## config.mk

```make
export PLATFORM = sky130hd
export DESIGN_NAME = num_joiner
export DESIGN_NICKNAME = d
export VERILOG_FILES = /design/src/rtl/num_joiner.sv
export SDC_FILE = /design/constraint.sdc
export NUM_CORES = 1
export LEC_CHECK = 0
export ABC_CLOCK_PERIOD_IN_PS = 4100
export CAP_MARGIN = 20
export CELL_PAD_IN_SITES_DETAIL_PLACEMENT = 0
export CELL_PAD_IN_SITES_GLOBAL_PLACEMENT = 1
export CORE_ASPECT_RATIO = 0.7
export CORE_UTILIZATION = 35
export DETAILED_ROUTE_END_ITERATION = 16
export GPL_TIMING_DRIVEN = 0
export PLACE_DENSITY = 0.74
export SLEW_MARGIN = 20
export SYNTH_ARGS = -nofsm -noshare
export SYNTH_HDL_FRONTEND = slang
export SYNTH_SLANG_ARGS = --single-unit
```

## constraint.sdc

```tcl
create_clock -name clk -period 4.1 [get_ports clk]
set_input_delay 0.82 -clock clk [delete_from_list [all_inputs] [get_ports clk]]
set_output_delay 0.82 -clock clk [all_outputs]
set_load 0.02 [all_outputs]
```

## src/rtl/num_joiner.sv

```systemverilog
// Builds a binary number from BCD digits entered most-significant first.
// The committed value is published on numero with a one-cycle done pulse.
module num_joiner #(
    parameter int WIDTH      = 8,
    parameter int MAX_DIGITS = 2
) (
    input  logic                                 clk,
    input  logic                                 reset,
    input  logic [3:0]                           digit,
    input  logic                                 digit_valid,
    input  logic                                 commit,
    input  logic                                 clear,
    output logic [WIDTH-1:0]                     numero,
    output logic [WIDTH-1:0]                     acumulado,
    output logic [$clog2(MAX_DIGITS+1)-1:0]      digit_count,
    output logic                                 done,
    output logic                                 err_digit,
    output logic                                 overflow
);
    localparam int CW = $clog2(MAX_DIGITS + 1);
    localparam logic [CW-1:0] FULL_CNT = CW'(MAX_DIGITS);

    typedef enum logic [1:0] {EMPTY, PARTIAL, FULL} state_t;

    state_t            state_reg, state_next;
    logic [WIDTH-1:0]  acc_reg, acc_next;
    logic [WIDTH-1:0]  numero_reg, numero_next;
    logic [CW-1:0]     count_reg, count_next;
    logic              done_reg, done_next;
    logic              err_reg, err_next;
    logic              ovf_reg, ovf_next;

    // acc*10 + digit as two shifts; the width constraint on the
    // parameters guarantees the truncated result is exact.
    logic [WIDTH+3:0]  acc_wide;
    logic [WIDTH+3:0]  acc_x10;
    logic [CW-1:0]     count_inc;

    assign acc_wide  = {4'b0000, acc_reg};
    assign acc_x10   = (acc_wide << 3) + (acc_wide << 1) + {{WIDTH{1'b0}}, digit};
    assign count_inc = count_reg + 1'b1;

    always_ff @(posedge clk) begin
        if (reset) begin
            state_reg  <= EMPTY;
            acc_reg    <= '0;
            numero_reg <= '0;
            count_reg  <= '0;
            done_reg   <= 1'b0;
            err_reg    <= 1'b0;
            ovf_reg    <= 1'b0;
        end else begin
            state_reg  <= state_next;
            acc_reg    <= acc_next;
            numero_reg <= numero_next;
            count_reg  <= count_next;
            done_reg   <= done_next;
            err_reg    <= err_next;
            ovf_reg    <= ovf_next;
        end
    end

    always_comb begin
        state_next  = state_reg;
        acc_next    = acc_reg;
        numero_next = numero_reg;
        count_next  = count_reg;
        done_next   = 1'b0;
        err_next    = err_reg;
        ovf_next    = ovf_reg;

        // clear beats commit beats digit_valid; losers leave no trace
        if (clear) begin
            state_next = EMPTY;
            acc_next   = '0;
            count_next = '0;
            err_next   = 1'b0;
            ovf_next   = 1'b0;
        end else if (commit) begin
            if (state_reg != EMPTY) begin
                numero_next = acc_reg;
                done_next   = 1'b1;
                state_next  = EMPTY;
                acc_next    = '0;
                count_next  = '0;
                err_next    = 1'b0;
                ovf_next    = 1'b0;
            end
        end else if (digit_valid) begin
            if (digit > 4'd9) begin
                err_next = 1'b1;
            end else if (state_reg == FULL) begin
                ovf_next = 1'b1;
            end else begin
                acc_next   = acc_x10[WIDTH-1:0];
                count_next = count_inc;
                state_next = (count_inc == FULL_CNT) ? FULL : PARTIAL;
            end
        end
    end

    assign numero      = numero_reg;
    assign acumulado   = acc_reg;
    assign digit_count = count_reg;
    assign done        = done_reg;
    assign err_digit   = err_reg;
    assign overflow    = ovf_reg;
endmodule

```

==> results of run 1 <==
## critical path: stages
cell and delay (ns):
clkdlybuf4s50_1 0.49, inv_1 0.07, fa_1 0.59, inv_1 0.06
ha_1 0.30, a211o_1 0.33, a21o_1 0.18, a2111o_1 0.41
o211ai_1 0.09
## kinds of logic (layout without fill, tap and decap cells)
family,Yosys count,count (layout),synth area share [%]
flops,23,23,37.6
simple gates,36,36,14.6
xor+xnor,4,4,2.86
fa+ha+maj,13,13,14.5
compound gates,53,53,25.3
buf+inv,16,48,5.11
## power by group through the flow
stage	registers, mW	logic (mW)	clock network [mW]
after floorplan	0.233	0.0227	0
after global placement	0.232	0.0427	0
after detailed placement	0.232	0.0431	0
after CTS	0.227	0.0433	0.143
after global routing	0.227	0.0483	0.151
final	0.227	0.0431	0.139
## per-stage QoR
step	hold slack (ns)	setup WS [ns]	instance area, µm²
floorplan	0.535	1.32	1220
finish	0.461	0.955	1610
global placement	0.448	0.730	1560
detailed placement	0.453	0.681	1560
CTS	0.465	0.956	1610
global route	0.499	0.876	1610
## cells in the mapped netlist, types with 3 or more instances
master	count	share of area, %
nor2_1	7	2.1
o211ai_1	3	1.8
xnor2_1	3	2.1
o21ai_0	18	7.4
ha_1	11	11
inv_1	10	3.1
a21oi_1	20	8.2
dfxtp_1	23	38
nand2_1	14	4.3
clkbuf_1	4	1.2
nand2b_1	3	1.5
## metal layers
metal / global-route usage, % / up-vias / routed length (µm)
met2: 29.9 / 33 / 1420
met4: 4.90 / 0 / 25
met5: 0 / - / 0
li1: - / 574 / -
met1: 22.7 / 522 / 1460
met3: 4.84 / 2 / 151
## worst max path at each step
stage / start / slack, ns / depth (start not counted) / endpoint
2_1_floorplan: digit[3] / 1.32 / 8 / acumulado[7]$_SDFFE_PP0P_
3_3_place_gp: digit[3] / 0.73 / 9 / acumulado[7]$_SDFFE_PP0P_
3_5_place_dp: digit[3] / 0.68 / 9 / acumulado[7]$_SDFFE_PP0P_
4_1_cts: digit[3] / 0.96 / 9 / acumulado[7]$_SDFFE_PP0P_
5_1_grt: digit[3] / 0.88 / 9 / acumulado[7]$_SDFFE_PP0P_
6_report: digit[3] / 0.96 / 9 / acumulado[7]$_SDFFE_PP0P_
## area by class of cell
type                    instances  area [µm²]  area share (%)
multi-input cells             106         702            43.6
flip-flops and latches         23         460            28.6
repair buffers                 28         280            17.4
well taps                      47        58.8            3.65
clock buffers                   4        45.0            2.80
inverters                      10        37.5            2.33
plain buffers                   6        25.0            1.56
==> impl_metrics.ini, run 1 <==
[run_status]
run_status = complete, no violations

[synth]
synthArstFlopShare_pct = 0
yosysSeqAreaShare_pct = 37.6
ys_seq_elements = 23
ys_warn_count = 0
syn-num-nets = 167
synth_cell_types = 31
synth_edf_count = 0
netlist_area_mm2 = 0.00122
netlist_instances = 145
ys.flop_type = dfxtp_1
syn_avg_cell_area_um2 = 8.45

[placed_design]
dp_hpwl_mm = 2.35
place_inst = 220
port_buffers = 28
gp_congestion = 0.867

[power_and_ir_drop]
p_int_uw = 312
power.leakage_nw = 0.606
pwr-share-clk_pct = 34.0
switching_share_pct = 23.6
power_density_mw_per_mm2 = 254
ir_drop_v = 0.000119
fin_total_pwr_uw = 408
p_sw_uw = 96.6
combPwrFrac_pct = 10.6
power_frac_seq_pct = 55.5

[worst_setup_path]
ff2ff_setup_slack_ns = 1.56
reg2reg_from = acumulado[0]$_SDFFE_PP0P_
cp_max_fo = 2
cp.required_ns = 4.29
critPathKind = input port to register
crit_path_end_kind = register
reg2reg_to = acumulado[7]$_SDFFE_PP0P_
setup.worst_path.start_class = input port
critical_path_arrival_ns = 3.33
ff2ff_path_depth = 8

[final_layout]
layout_commonest_cell = clkdlybuf4s50_1
fin_nets = 200
final_cells = 224
nFillCells = 333
layout-drive-gt1-share_pct = 4.52
final_core_util_pct = 49.8
area_growth_pct = 31.4
layout_common_cells = 28 x clkdlybuf4s50_1, 23 x dfxtp_1, 20 x a21oi_1
diodes = 0

[global_routing]
overflow = 0
groute.usage.overall_pct = 17.8
grt_pass1_vias = 1037
antenna_found_initial = 0
grt_max_degree = 13
grt_pass1_wl_mm = 4.92

[sta]
tightest_slew_ns = 0.738
max_freq_ghz = 0.318
fin_crit_ns = 3.14
finalHoldViolations = 0
post-route-period-util_pct = 76.7
final.setup.tns_ns = 0
finalClockSkew_ns = 0.00128
final-setup-viol-count = 0
relSlewSlack_pct = 50.8
rsz0062_at_grt = false
slew_viol_final = 0

[floorplan]
fp.dieW_um = 72.7
die_area_mm2 = 0.00374
core-area_mm2 = 0.00323
num_rows = 17
die_h_um = 51.5
start_util_pct = 37.9
io_pins = 30

[detailed_routing]
wl_mm = 3.06
wl_per_cell_um = 13.7
first_pass_iters = 4
drt_iter0_markers = 41
drtAntennaViolNets = 0
avgViaCountPerCell = 5.05
drc_errors = 0
num_vias = 1131

[cts]
clk_latency_ns = 0.26
clk_pin_slew_ns = 0.08
cts_tree = built
clock-sinks = 23
cts_max_level = 1
root_buffer = clkbuf_8
cts_buffer_depth = 2
post-cts-setup-buffers = 0
cts_buffers = 3
cts_resized = 0
ctsHoldBuffers = 0

[worst_hold_path]
hold_path_class = register to register
worstHoldEndpoint = err_digit$_SDFFE_PP0P_
hp-start = err_digit$_SDFFE_PP0P_
min_delay_path_depth = 2

[run]
drv_cap = 0
Note: power is estimated with default switching activity, not from simulation.
==> run 2, diff against run 1 <==
ABC_CLOCK_PERIOD_IN_PS = 2900   (was 4100)
clock period = 2.9 ns   (was 4.1 ns; I/O delays follow)
==> run 2 against run 1 <==
- final area up 0.62%
- global-route usage did not move
- wire length rose by 1.6%
- critical path depth is the same
- flip-flop and latch count did not move
- clock skew barely moved
- via count grew 0.80%
- worst hold slack barely moved
- die area did not move
- utilization up 0.31 points
- first-iteration DRC count shrank 15%
- critical endpoint unchanged
- largest cell class unchanged
==> impl_metrics.ini, run 2 (synthesis results as in run 1) <==
[final_layout]
fin_nets = 201
multi_input_area_um2 = 704
area_growth_pct = 32.2
final_cells = 225
nFillCells = 330
seq_area_um2 = 460
layout_common_cells = 28 x clkdlybuf4s50_1, 23 x dfxtp_1, 20 x a21oi_1
layout-drive-gt1-share_pct = 5.62
diodes = 0
layout_commonest_cell = clkdlybuf4s50_1

[placed_design]
dp_hpwl_mm = 2.35
port_buffers = 28
place_inst = 220
gp_congestion = 0.867

[sta]
fin_crit_ns = 2.84
rsz0062_at_grt = false
final.setup.tns_ns = 0
fin_hold_ws_ns = 0.461
finalClockSkew_ns = 0.00131
relSlewSlack_pct = 47.6
tightest_slew_ns = 0.786
final-setup-viol-count = 0
post-route-period-util_pct = 98.0
max_freq_ghz = 0.352
slew_viol_final = 0
finalHoldViolations = 0

[global_routing]
antenna_found_initial = 0
grt_pass1_wl_mm = 4.92
groute.usage.overall_pct = 17.8
grt_max_degree = 13
grt_pass1_vias = 1037
overflow = 0

[cts]
clock-sinks = 23
root_buffer = clkbuf_8
cts_tree = built
cts_buffer_depth = 2
clk_pin_slew_ns = 0.08
cts_max_level = 1
ctsHoldBuffers = 0
clk_latency_ns = 0.26
cts_buffers = 3

[worst_setup_path]
ff2ff_setup_slack_ns = 0.36
cp.required_ns = 3.09
crit_start = digit[3]
critPathKind = input port to register
crit_chain = clkdlybuf4s50_1 > inv_1 > fa_2 > inv_1 > ha_1 > a211o_1 > a21o_1 > a2111o_1 > o211ai_1
cp_max_fo = 2
reg2reg_from = acumulado[2]$_SDFFE_PP0P_
slowest_delay_ns = 0.54
critical_path_arrival_ns = 3.03
crit_path_end_kind = register
cp_common_cell = inv_1
setup.worst_path.start_class = input port
cp_slowest_cell = fa_2

[run_status]
run_status = complete, no violations

[detailed_routing]
wl_per_cell_um = 13.8
first_pass_iters = 5
drtAntennaViolNets = 0
drc_errors = 0
wl_mm = 3.11
num_vias = 1140
avgViaCountPerCell = 5.07
drt_iter0_markers = 35

[floorplan]
fp.dieW_um = 72.7
die_area_mm2 = 0.00374
start_util_pct = 37.9
core-area_mm2 = 0.00323
io_pins = 30
num_rows = 17
die_h_um = 51.5

[power_and_ir_drop]
fin_total_pwr_uw = 579
power_density_mw_per_mm2 = 358
power.leakage_nw = 0.611
ir_drop_v = 0.000170

[worst_hold_path]
hold_path_class = register to register
hp-start = err_digit$_SDFFE_PP0P_

[run]
drv_cap = 0
run 2: cell types whose count changed in the layout (fill, tap and decap cells not counted), sizes merged:
cell / previous run / this run
buf: 2 / 3
run 2: final timing paths:
kind	end	cells past startpoint
max	acumulado[7]$_SDFFE_PP0P_	9
min	err_digit$_SDFFE_PP0P_	2
max reg2reg	acumulado[7]$_SDFFE_PP0P_	8
min reg2reg	err_digit$_SDFFE_PP0P_	2
run 2: area by class of cell:
class / count / share of cell area, %
Tap cell: 47 / 3.63
Sequential cell: 23 / 28.4
Inverter: 10 / 2.32
Multi-Input combinational cell: 106 / 43.5
Buffer: 6 / 1.55
Timing Repair Buffer: 29 / 17.8
Clock buffer: 4 / 2.78
run 2: worst max-delay path, delay by kind of cell:
kind            cells  cell delay [ns]
compound gates      4             1.01
buf+inv             3             0.60
fa+ha+maj           2             0.84
run 2: power breakdown:
group / switching [mW] / internal [mW] / leakage, nW / total (mW)
registers: 0.00273 / 0.318 / 0.185 / 0.320
logic: 0.0362 / 0.0266 / 0.403 / 0.0628
clock network: 0.0981 / 0.0980 / 0.0228 / 0.196
run 2: per-layer routing:
layer  routed length, µm  track usage (%)  part of all wire, %
met1                1490             22.7                   48
met2                1450             29.9                   47
met3                 136             4.84                  4.4
met4                  25             4.90                 0.80
met5                   0                0                    0
run 2: repair_timing:
item,4_1_cts,5_1_grt
setup buffers,0,1
endpoints found under the hold margin,0,0
gates resized for setup,0,1
pin swaps,1,1
endpoints found under the setup margin,1,1
run 2: per-stage QoR:
step / setup WS [ns] / util (%) / cell area (µm²)
finish: 0.0582 / 50.1 / 1620
detailed placement: -0.279 / 48.4 / 1560
CTS: 0.0625 / 49.8 / 1610
global placement: -0.230 / 48.4 / 1560
global route: 0.00312 / 50.1 / 1620
floorplan: 0.355 / - / 1220
